--- config.mk ---
export PLATFORM = sky130hd
export DESIGN_NAME = rsp_s1_op_sched_flat
export DESIGN_NICKNAME = d
export VERILOG_FILES = /design/src/rtl/rsp_s1_op_sched_if.sv /design/src/rtl/rsp_s1_op_sched.sv /design/src/flat_wrapper.sv
export SDC_FILE = /design/constraint.sdc
export NUM_CORES = 1
export LEC_CHECK = 0
export ABC_AREA = 1
export CAP_MARGIN = 20
export CORE_AREA = 5 5 314 316
export CTS_CLUSTER_SIZE = 12
export DETAILED_ROUTE_END_ITERATION = 8
export DIE_AREA = 0 0 319 321
export GPL_ROUTABILITY_DRIVEN = 0
export MAX_ROUTING_LAYER = met4
export PLACE_DENSITY = 0.49
export SYNTH_ARGS = -nofsm -noshare
export SYNTH_HDL_FRONTEND = slang
export SYNTH_SLANG_ARGS = --single-unit
--- constraint.sdc ---
create_clock -name clk -period 3.9 [get_ports clk]
set_input_delay 0.975 -clock clk [delete_from_list [all_inputs] [get_ports clk]]
set_output_delay 0.975 -clock clk [all_outputs]
set_load 0.005 [all_outputs]
--- src/rtl/rsp_s1_op_sched_if.sv ---
// Signal bundle between the rsp_s1 op scheduler (master) and its command, op, L1-bank
// and engine peers (slave).
interface rsp_s1_op_sched_if #(
    parameter int OP_NUM   = 16,
    parameter int BANK_NUM = 8,
    parameter int CMD_W    = 32,
    parameter int START_W  = 32
);
    localparam int IDX_W = (OP_NUM > 1) ? $clog2(OP_NUM) : 1;

    logic                        i_cmd_req;
    logic [CMD_W-1:0]            i_cmd_info;
    logic [7:0]                  i_cmd_cnt;
    logic                        o_cmd_ack;
    logic [OP_NUM-1:0]           i_start_req_op;
    logic [OP_NUM*START_W-1:0]   i_start_info_op;
    logic [OP_NUM*BANK_NUM-1:0]  i_start_bm_op;
    logic [OP_NUM-1:0]           o_start_ack_op;
    logic                        o_mem_req;
    logic [BANK_NUM-1:0]         o_mem_bm;
    logic                        i_mem_ack;
    logic                        o_eng_start;
    logic [CMD_W-1:0]            o_eng_cmd_info;
    logic [START_W-1:0]          o_eng_start_info;
    logic [IDX_W-1:0]            o_eng_op_idx;
    logic                        i_eng_done;
    logic                        o_finish_req;
    logic [IDX_W-1:0]            o_finish_op_idx;
    logic [OP_NUM-1:0]           i_finish_ack_op;
    logic                        i_stop;
    logic                        o_busy;
    logic                        o_err_tmo;

    modport master (
        input  i_cmd_req, i_cmd_info, i_cmd_cnt, i_start_req_op, i_start_info_op,
               i_start_bm_op, i_mem_ack, i_eng_done, i_finish_ack_op, i_stop,
        output o_cmd_ack, o_start_ack_op, o_mem_req, o_mem_bm, o_eng_start,
               o_eng_cmd_info, o_eng_start_info, o_eng_op_idx, o_finish_req,
               o_finish_op_idx, o_busy, o_err_tmo
    );

    modport slave (
        output i_cmd_req, i_cmd_info, i_cmd_cnt, i_start_req_op, i_start_info_op,
               i_start_bm_op, i_mem_ack, i_eng_done, i_finish_ack_op, i_stop,
        input  o_cmd_ack, o_start_ack_op, o_mem_req, o_mem_bm, o_eng_start,
               o_eng_cmd_info, o_eng_start_info, o_eng_op_idx, o_finish_req,
               o_finish_op_idx, o_busy, o_err_tmo
    );
endinterface

--- src/rtl/rsp_s1_op_sched.sv ---
// Command/op scheduler for the rsp_s1 prep engine: accepts a command, round-robins op
// start requests, secures L1 banks, launches the engine and hands back a finish.
module rsp_s1_op_sched #(
    parameter int OP_NUM   = 16,
    parameter int BANK_NUM = 8,
    parameter int CMD_W    = 32,
    parameter int START_W  = 32,
    parameter int TMO_W    = 16
) (
    input logic               clk,
    input logic               reset,
    rsp_s1_op_sched_if.master bus
);
    localparam int IDX_W = (OP_NUM > 1) ? $clog2(OP_NUM) : 1;
    localparam logic [TMO_W-1:0] TMO_LAST = {{(TMO_W-1){1'b1}}, 1'b0};
    localparam logic [IDX_W-1:0] IDX_MAX  = IDX_W'(OP_NUM - 1);

    typedef enum logic [2:0] {IDLE, ARB, MEM, START, RUN, FIN} state_t;

    state_t              state, state_nxt;
    logic [IDX_W-1:0]    ptr, idx, grant_idx, cand;
    logic                grant_vld;
    logic [7:0]          cmd_cnt, job_cnt;
    logic [TMO_W-1:0]    tmo_cnt;
    logic [BANK_NUM-1:0] bm;
    logic [CMD_W-1:0]    cmd_info;
    logic [START_W-1:0]  start_info;
    logic                cmd_ack, err_tmo;
    logic                stop_hit, cmd_take, fin_ack, last_job, tmo_hit;

    // Holding off a second accept while the ack pulse is out keeps a cnt=0 command single-acked.
    assign stop_hit = bus.i_stop && (state != IDLE);
    assign cmd_take = (state == IDLE) && bus.i_cmd_req && !cmd_ack;
    assign fin_ack  = bus.i_finish_ack_op[idx];
    assign last_job = (job_cnt + 8'd1) == cmd_cnt;
    assign tmo_hit  = (tmo_cnt == TMO_LAST);

    always_comb begin
        grant_vld = 1'b0;
        grant_idx = '0;
        cand      = '0;
        for (int i = 0; i < OP_NUM; i++) begin
            cand = IDX_W'((int'(ptr) + i) % OP_NUM);
            if (!grant_vld && bus.i_start_req_op[cand]) begin
                grant_vld = 1'b1;
                grant_idx = cand;
            end
        end
    end

    always_ff @(posedge clk) begin
        if (reset) state <= IDLE;
        else       state <= state_nxt;
    end

    always_comb begin
        state_nxt = state;
        case (state)
            IDLE:    if (cmd_take && (bus.i_cmd_cnt != 8'd0)) state_nxt = ARB;
            ARB:     if (grant_vld) state_nxt = MEM;
            MEM: begin
                if (bus.i_mem_ack)  state_nxt = START;
                else if (tmo_hit)   state_nxt = IDLE;
            end
            START:   state_nxt = RUN;
            RUN:     if (bus.i_eng_done) state_nxt = FIN;
            FIN:     if (fin_ack) state_nxt = last_job ? IDLE : ARB;
            default: state_nxt = IDLE;
        endcase
        if (stop_hit) state_nxt = IDLE;
    end

    // The ack given in START has already gone out, so ptr advances even on a same-cycle stop.
    always_ff @(posedge clk) begin
        if (reset) begin
            cmd_ack    <= 1'b0;
            cmd_info   <= '0;
            cmd_cnt    <= '0;
            job_cnt    <= '0;
            err_tmo    <= 1'b0;
            idx        <= '0;
            start_info <= '0;
            bm         <= '0;
            tmo_cnt    <= '0;
            ptr        <= '0;
        end else begin
            cmd_ack <= 1'b0;
            case (state)
                IDLE: if (cmd_take) begin
                    cmd_ack  <= 1'b1;
                    cmd_info <= bus.i_cmd_info;
                    cmd_cnt  <= bus.i_cmd_cnt;
                    job_cnt  <= '0;
                    err_tmo  <= 1'b0;
                end
                ARB: if (grant_vld && !stop_hit) begin
                    idx        <= grant_idx;
                    start_info <= bus.i_start_info_op[grant_idx*START_W +: START_W];
                    bm         <= bus.i_start_bm_op[grant_idx*BANK_NUM +: BANK_NUM];
                    tmo_cnt    <= '0;
                end
                MEM: if (!stop_hit && !bus.i_mem_ack) begin
                    if (tmo_hit) err_tmo <= 1'b1;
                    else         tmo_cnt <= tmo_cnt + 1'b1;
                end
                START: ptr <= (idx == IDX_MAX) ? '0 : idx + 1'b1;
                FIN: if (fin_ack && !stop_hit) job_cnt <= job_cnt + 8'd1;
                default: ;
            endcase
        end
    end

    assign bus.o_cmd_ack        = cmd_ack;
    assign bus.o_mem_req        = (state == MEM);
    assign bus.o_mem_bm         = (state == MEM) ? bm : '0;
    assign bus.o_eng_start      = (state == START);
    assign bus.o_start_ack_op   = (state == START) ? ({{(OP_NUM-1){1'b0}}, 1'b1} << idx) : '0;
    assign bus.o_eng_cmd_info   = cmd_info;
    assign bus.o_eng_start_info = start_info;
    assign bus.o_eng_op_idx     = idx;
    assign bus.o_finish_req     = (state == FIN);
    assign bus.o_finish_op_idx  = (state == FIN) ? idx : '0;
    assign bus.o_busy           = (state != IDLE);
    assign bus.o_err_tmo        = err_tmo;
endmodule

--- src/flat_wrapper.sv ---
// flat-port wrapper written by rule: the top's interface ports become plain ports
module rsp_s1_op_sched_flat 
#(
    parameter int OP_NUM   = 16,
    parameter int BANK_NUM = 8,
    parameter int CMD_W    = 32,
    parameter int START_W  = 32,
    parameter int TMO_W    = 16
)
  (clk, reset, bus_i_cmd_req, bus_i_cmd_info, bus_i_cmd_cnt, bus_i_start_req_op, bus_i_start_info_op, bus_i_start_bm_op, bus_i_mem_ack, bus_i_eng_done, bus_i_finish_ack_op, bus_i_stop, bus_o_cmd_ack, bus_o_start_ack_op, bus_o_mem_req, bus_o_mem_bm, bus_o_eng_start, bus_o_eng_cmd_info, bus_o_eng_start_info, bus_o_eng_op_idx, bus_o_finish_req, bus_o_finish_op_idx, bus_o_busy, bus_o_err_tmo);
  rsp_s1_op_sched_if #(.OP_NUM(OP_NUM), .BANK_NUM(BANK_NUM), .CMD_W(CMD_W), .START_W(START_W)) bus_i ();
  input logic clk;
  input logic reset;
  input wire logic [$bits(bus_i.i_cmd_req)-1:0] bus_i_cmd_req;
  input wire logic [$bits(bus_i.i_cmd_info)-1:0] bus_i_cmd_info;
  input wire logic [$bits(bus_i.i_cmd_cnt)-1:0] bus_i_cmd_cnt;
  input wire logic [$bits(bus_i.i_start_req_op)-1:0] bus_i_start_req_op;
  input wire logic [$bits(bus_i.i_start_info_op)-1:0] bus_i_start_info_op;
  input wire logic [$bits(bus_i.i_start_bm_op)-1:0] bus_i_start_bm_op;
  input wire logic [$bits(bus_i.i_mem_ack)-1:0] bus_i_mem_ack;
  input wire logic [$bits(bus_i.i_eng_done)-1:0] bus_i_eng_done;
  input wire logic [$bits(bus_i.i_finish_ack_op)-1:0] bus_i_finish_ack_op;
  input wire logic [$bits(bus_i.i_stop)-1:0] bus_i_stop;
  output wire logic [$bits(bus_i.o_cmd_ack)-1:0] bus_o_cmd_ack;
  output wire logic [$bits(bus_i.o_start_ack_op)-1:0] bus_o_start_ack_op;
  output wire logic [$bits(bus_i.o_mem_req)-1:0] bus_o_mem_req;
  output wire logic [$bits(bus_i.o_mem_bm)-1:0] bus_o_mem_bm;
  output wire logic [$bits(bus_i.o_eng_start)-1:0] bus_o_eng_start;
  output wire logic [$bits(bus_i.o_eng_cmd_info)-1:0] bus_o_eng_cmd_info;
  output wire logic [$bits(bus_i.o_eng_start_info)-1:0] bus_o_eng_start_info;
  output wire logic [$bits(bus_i.o_eng_op_idx)-1:0] bus_o_eng_op_idx;
  output wire logic [$bits(bus_i.o_finish_req)-1:0] bus_o_finish_req;
  output wire logic [$bits(bus_i.o_finish_op_idx)-1:0] bus_o_finish_op_idx;
  output wire logic [$bits(bus_i.o_busy)-1:0] bus_o_busy;
  output wire logic [$bits(bus_i.o_err_tmo)-1:0] bus_o_err_tmo;
  assign bus_i.i_cmd_req = bus_i_cmd_req;
  assign bus_i.i_cmd_info = bus_i_cmd_info;
  assign bus_i.i_cmd_cnt = bus_i_cmd_cnt;
  assign bus_i.i_start_req_op = bus_i_start_req_op;
  assign bus_i.i_start_info_op = bus_i_start_info_op;
  assign bus_i.i_start_bm_op = bus_i_start_bm_op;
  assign bus_i.i_mem_ack = bus_i_mem_ack;
  assign bus_i.i_eng_done = bus_i_eng_done;
  assign bus_i.i_finish_ack_op = bus_i_finish_ack_op;
  assign bus_i.i_stop = bus_i_stop;
  assign bus_o_cmd_ack = bus_i.o_cmd_ack;
  assign bus_o_start_ack_op = bus_i.o_start_ack_op;
  assign bus_o_mem_req = bus_i.o_mem_req;
  assign bus_o_mem_bm = bus_i.o_mem_bm;
  assign bus_o_eng_start = bus_i.o_eng_start;
  assign bus_o_eng_cmd_info = bus_i.o_eng_cmd_info;
  assign bus_o_eng_start_info = bus_i.o_eng_start_info;
  assign bus_o_eng_op_idx = bus_i.o_eng_op_idx;
  assign bus_o_finish_req = bus_i.o_finish_req;
  assign bus_o_finish_op_idx = bus_i.o_finish_op_idx;
  assign bus_o_busy = bus_i.o_busy;
  assign bus_o_err_tmo = bus_i.o_err_tmo;
  rsp_s1_op_sched #(.OP_NUM(OP_NUM), .BANK_NUM(BANK_NUM), .CMD_W(CMD_W), .START_W(START_W), .TMO_W(TMO_W)) u_core (.clk(clk), .reset(reset), .bus(bus_i));
endmodule
* Word-level counts from Yosys, hierarchy flattened
Index checks and enable logic that the tools add are counted.
** Cells by class
- Mux-type cells :: 90
- Equal/unequal tests :: 19
- Reductions and logical operators :: 54
- Add/subtract/negate cells :: 18
- Bitwise gates (word level) :: 1
- Order comparisons :: 17
- Shift-type cells :: 3
** Operators with widths (count)
- $shiftx A512 B10 Y32 :: 1
- $shiftx A128 B8 Y8 :: 1
- $lt A4 B5 Y1 const B :: 17
- $mux W4 :: 18
- $bmux W1 S4 :: 17
- $mux W16 :: 4
- $mux W1 :: 38
- $add A4 B4 Y4 const B :: 8
- $pmux W16 S2 :: 1
- $mux W8 :: 3
- $logic_and A1 B1 Y1 :: 22
- $logic_not A1 Y1 :: 18
- $mux W3 :: 6
- $pmux W3 S6 :: 1
- $add A16 B1 Y16 const B :: 1
- $add A4 B3 Y4 const B :: 4
- $eq A16 B16 Y1 const B :: 1
- $pmux W8 S2 :: 1
- $shl A1 B4 Y16 const A :: 1
- $ne A2 B1 Y1 const B :: 7
- $add A4 B1 Y4 const B :: 2
- $add A4 B2 Y4 const B :: 2
- $add A8 B1 Y8 const B :: 1
- $eq A8 B8 Y1 :: 1
- other kinds (17) :: 26
** Word-level totals
- Bits of input ports :: 718
- Output and inout port bits :: 102
- Register bits after elaboration :: 117
- Logic and storage cells :: 213

* Logic depth before layout (Yosys ltp)
- Depth in word-level cells :: 51
- Mapped depth :: 33
- Depth with buffers taken out :: 29

* Worst setup path after synthesis
OpenSTA, ideal clock, no wires.
- Kind :: reg-to-reg
- Start :: register u_core.ptr[1]
- End :: register u_core.start_info[21], in the netlist u_core.bus.o_eng_start_info[21]
- Clock period less this slack :: 3.752 ns
- Buffers on the path :: 4
- Setup time :: 0.110 ns
- Arrival :: 3.642 ns
- Setup slack :: 0.148 ns
- Cell stages (with the launch flop) :: 31
- Cells stage by stage :: dfxtp_1 -> inv_1 -> buf_2 -> ha_1 -> inv_1 -> buf_2 -> nand3_1 -> nand3_1 -> nand2_1 -> nand2_1 -> nand2_2 -> nor2_4 -> nand4_2 -> nor2_4 -> nand4_4 -> nor2_4 -> nand4_1 -> nor2_2 -> nand2_1 -> nand3_1 -> nor2_1 -> nor2_4 -> buf_4 -> buf_4 -> nand3_1 -> nand3_1 -> nand2_1 -> nand2_1 -> nand3_1 -> nand2_1 -> inv_1
** On the way
- Word-level cells in the longest chain between the ends :: 50
- Elaborated cells on any way between the ends :: 112
- Classes of those cells :: 15 x add/sub; 1 x shift; 64 x mux; 32 x reduce/logical
** Ends and longest elaborated chain
- start: declaration :: line rsp_s1_op_sched.sv:21 : logic [IDX_W-1:0] ptr, idx, grant_idx, cand;
- start signal: assignment :: line rsp_s1_op_sched.sv:106 : START: ptr <= (idx == IDX_MAX) ? '0 : idx + 1'b1;
- branches (longest 50 deep; another with $add A4 B1 Y4)
- end signal: assignment :: line rsp_s1_op_sched.sv:98 : start_info <= bus.i_start_info_op[grant_idx*START_W +: START_W];
- end: declaration :: line rsp_s1_op_sched.sv:27 : logic [START_W-1:0] start_info;
Several ways; the timed one is not identified. The select of a mux whose other input is x is not followed.
A chain may end at the register's enable or synchronous reset.

* Worst setup path in the final report
- Start :: input port bus_i_start_req_op[10]
- End :: register u_core.bm[5]
** On the way
- Word-level cells in the longest chain between the ends :: 50
- Elaborated cells on any way between the ends :: 97
- Classes of those cells :: 1 x shift; 64 x mux; 32 x reduce/logical
** Ends and longest elaborated chain
- start: declaration :: line flat_wrapper.sv:17 : input wire logic [$bits(bus_i.i_start_req_op)-1:0] bus_i_start_req_op;
- branches (longest 50 deep; another with $bmux W1 S4)
- end signal: assignment :: line rsp_s1_op_sched.sv:99 : bm <= bus.i_start_bm_op[grant_idx*BANK_NUM +: BANK_NUM];
- end: declaration :: line rsp_s1_op_sched.sv:25 : logic [BANK_NUM-1:0] bm;
Several ways; the timed one is not identified. The select of a mux whose other input is x is not followed.

==> flow_metrics.py <==
metrics = {
    "critical_path": {
        "critical_path.most_common_cell": "buf_4",
        "critPathRequiredTime_ns": 4.33,
        "critPathKind": "input pin to flop",
        "crit_path_top_delay_cell": "clkdlybuf4s15_1",
        "crit_fanout": 7,
        "slowest_delay_ns": 0.19,
        "endpoint_kind": "flop",
        "cp-start-kind": "input pin",
        "arrival_ns": 4.30,
    },
    "cts": {
        "root_buffer": "clkbuf_16",
        "numClockSinks": 117,
        "cts.clk_slew.worst_paths_ns": 0.07,
        "htree_levels": 4,
        "clk_path_buf_depth": 2,
        "cts_tree": "yes",
        "clock_latency_ns": 0.49,
        "cts_buffers": 17,
    },
    "layout": {
        "area_delta_synth_final_pct": 115,
        "final_cell_mix": "803 x clkdlybuf4s50_1, 707 x nand3_1, 654 x nand2_1",
        "layout_commonest_cell": "clkdlybuf4s50_1",
        "drive_above_1_share_pct": 21.8,
        "final_nets": 4296,
        "fillers": 10400,
        "finalNonFillerCells": 4879,
    },
    "synth": {
        "ys_types": 43,
        "ys.flop_type": "dfxtp_1",
        "synth_edf_count": 0,
        "synth.top_cell.area_share_pct": 34.7,
        "synth_top_area_cell": "nand3_1",
        "synth.area.top_cells": "nand3_1 35%, nand2_1 20%, dfxtp_1 17%, buf_2 5.2%, nor2_1 5.0%",
        "synth_area_mm2": 0.0137,
        "ys_ff_latch": 117,
        "ys.warnings.count": 0,
        "async_reset_ff_share_pct": 0,
        "synth-xor-area-share_pct": 1.21,
        "yosysSeqAreaShare_pct": 17.1,
        "synth_top_family_by_area": "simple AND/OR/NAND/NOR gates",
        "synth_fp_nets": 3300,
        "syn_avg_cell_area_um2": 5.33,
        "syn_inst": 2566,
        "yosys.area_share.simple_pct": 63.2,
        "synth_fa_ha_area_share_pct": 1.46,
        "synthMuxAreaShare_pct": 0,
        "synth_compound_area_share_pct": 5.65,
    },
    "job": {
        "drv_cap": 0,
    },
    "grt": {
        "grt_pass1_vias": 21900,
        "grt_pass1_wl_mm": 149,
        "track_usage_pct": 20.3,
        "grt_max_degree": 52,
        "antenna_found_initial": 40,
        "overflow": 0,
    },
    "routing": {
        "drt_iter0_markers": 1772,
        "wl_per_cell_um": 23.0,
        "finalWirelength_mm": 112,
        "dr.pass1.iters": 8,
        "routed_via_density": 4.57,
        "antenna_left": 0,
        "route.vias.total": 22300,
        "drc": 0,
    },
    "timing": {
        "fin_crit_sh_pct": 99.1,
        "period_minus_slack_ns": 3.86,
        "worst-slew-pin-transition_ns": 0.740,
        "fmax_mhz": 259,
        "relSlewSlack_pct": 50.6,
        "finalHoldViolCount": 0,
        "finalSetupTns_ns": 0,
        "slew_viol_final": 0,
        "rsz0062_at_grt": "true",
        "skew_ns": 0.0125,
        "setup_viol": 0,
    },
    "placement": {
        "place.port_buffers": 819,
        "dp_hpwl_mm": 86.1,
        "dp.cells": 4715,
    },
    "die": {
        "die_h_um": 321,
        "rows": 114,
        "die_w_um": 319,
        "core-area_mm2": 0.0957,
        "die_area_mm2": 0.102,
        "ios": 820,
        "initial_core_util_pct": 14.3,
    },
    "outcome": {
        "status": "completed",
    },
    "power": {
        "p_per_area_mw_per_mm2": 432,
        "p_leak_nw": 12.6,
        "max-vdd-ir-drop_v": 0.000403,
    },
    "worst_hold_path": {
        "min_path_type": "flop to flop",
    },
}
## routing by layer
metal	wire, um	part of all wire (%)	GRT usage, %	vias up
met5	0	0	-	-
met4	4980	4.4	7.96	0
met3	8820	7.8	5.04	203
met2	54900	49	35.1	1060
met1	43700	39	22.5	10400
li1	-	-	-	10700
## state kept, by name, indices dropped and copies added (netlist names)
| register | cells |
|---|---|
| u_core.ptr | 4 |
| u_core.bus.o_cmd_ack | 1 |
| u_core.bus.o_err_tmo | 1 |
| u_core.bus.o_eng_cmd_info | 32 |
| u_core.cmd_cnt | 8 |
| u_core.state | 3 |
| u_core.bm | 8 |
| u_core.tmo_cnt | 16 |
| u_core.bus.o_eng_start_info | 32 |
| u_core.job_cnt | 8 |
| u_core.bus.o_eng_op_idx | 4 |
## critical path: cells and delay by family
family	cells	cell delay, ns
buf+inv	16	1.99
simple gates	14	1.08
compound gates	3	0.24
## power breakdown
part / internal, mW / switching (mW)
Sequential: 1.52 / 0.252
Combinational: 4.08 / 5.03
Clock: 1.02 / 0.791
Total: 6.63 / 6.07
## synth_stat cells, types with 3 or more instances
master    number
nand4_1       19
or2_2          3
ha_1          16
nand2_2        6
nor2_4         5
o21ai_1        8
dfxtp_1      117
nor2_1       183
nor4_1         4
buf_1          4
o22ai_1        8
nand2_1      735
a211oi_1       4
inv_2          8
nor3_1        16
buf_4         15
o21ai_0       69
nand3_1      948
buf_2        141
inv_1        137
xor2_1        11
a31oi_1        4
o21a_1         4
a21oi_1       30
nor2_2         3
clkbuf_1      38
xnor2_1        6
## through the flow
| step | hold WS [ns] | area [um^2] | power [mW] | setup WS, ns | util, % |
|---|---|---|---|---|---|
| floorplan | 0.423 | 13700 | 5.14 | 0.148 | - |
| global placement | 0.444 | 25000 | 9.23 | -0.897 | 26.1 |
| detailed placement | 0.447 | 25000 | 9.19 | -0.939 | 26.1 |
| CTS | 0.461 | 26900 | 11.6 | -0.0206 | 28.1 |
| global route | 0.482 | 29400 | 13.5 | -0.248 | 30.7 |
| finish | 0.466 | 29400 | 12.7 | 0.0366 | 30.7 |
## cell families (layout without fill, tap and decap cells)
kind of cell	after synthesis	in the layout
flip-flops	117	117
adder cells (fa/ha/maj)	16	16
AND/OR/NAND/NOR	1930	1930
AO/OA/AOI/OAI	139	139
XOR/XNOR	18	18
other	0	28
buffers and inverters	346	1355
## area by class of cell
type | count | area [um^2] | area share (%)
clock inverters | 15 | 193 | 0.655
repair inverters | 1 | 7.51 | 0.0255
diodes | 28 | 70.1 | 0.238
clock buffers | 17 | 425 | 1.45
flip-flops and latches | 117 | 2350 | 7.98
well taps | 1276 | 1600 | 5.43
multi-input cells | 2103 | 11700 | 39.7
inverters | 146 | 566 | 1.92
repair buffers | 1176 | 12500 | 42.6
## timing repair
item,CTS,global route
gates resized for setup,174,389
buffers inserted,44,38
setup endpoints to repair,40,51
hold buffers,0,0
pin swaps,45,125
gates cloned,10,19
## worst paths after layout
kind                               start                         endpoint  slack (ns)  cells past startpoint
hold reg to reg       u_core.tmo_cnt[15]               u_core.tmo_cnt[15]        0.47                      1
hold / removal        u_core.tmo_cnt[15]               u_core.tmo_cnt[15]        0.47                      1
setup reg to reg           u_core.ptr[0]  u_core.bus.o_eng_start_info[25]        0.05                     29
setup / recovery  bus_i_start_req_op[10]                     u_core.bm[5]        0.04                     33
Power figures use the tool's default switching activity.
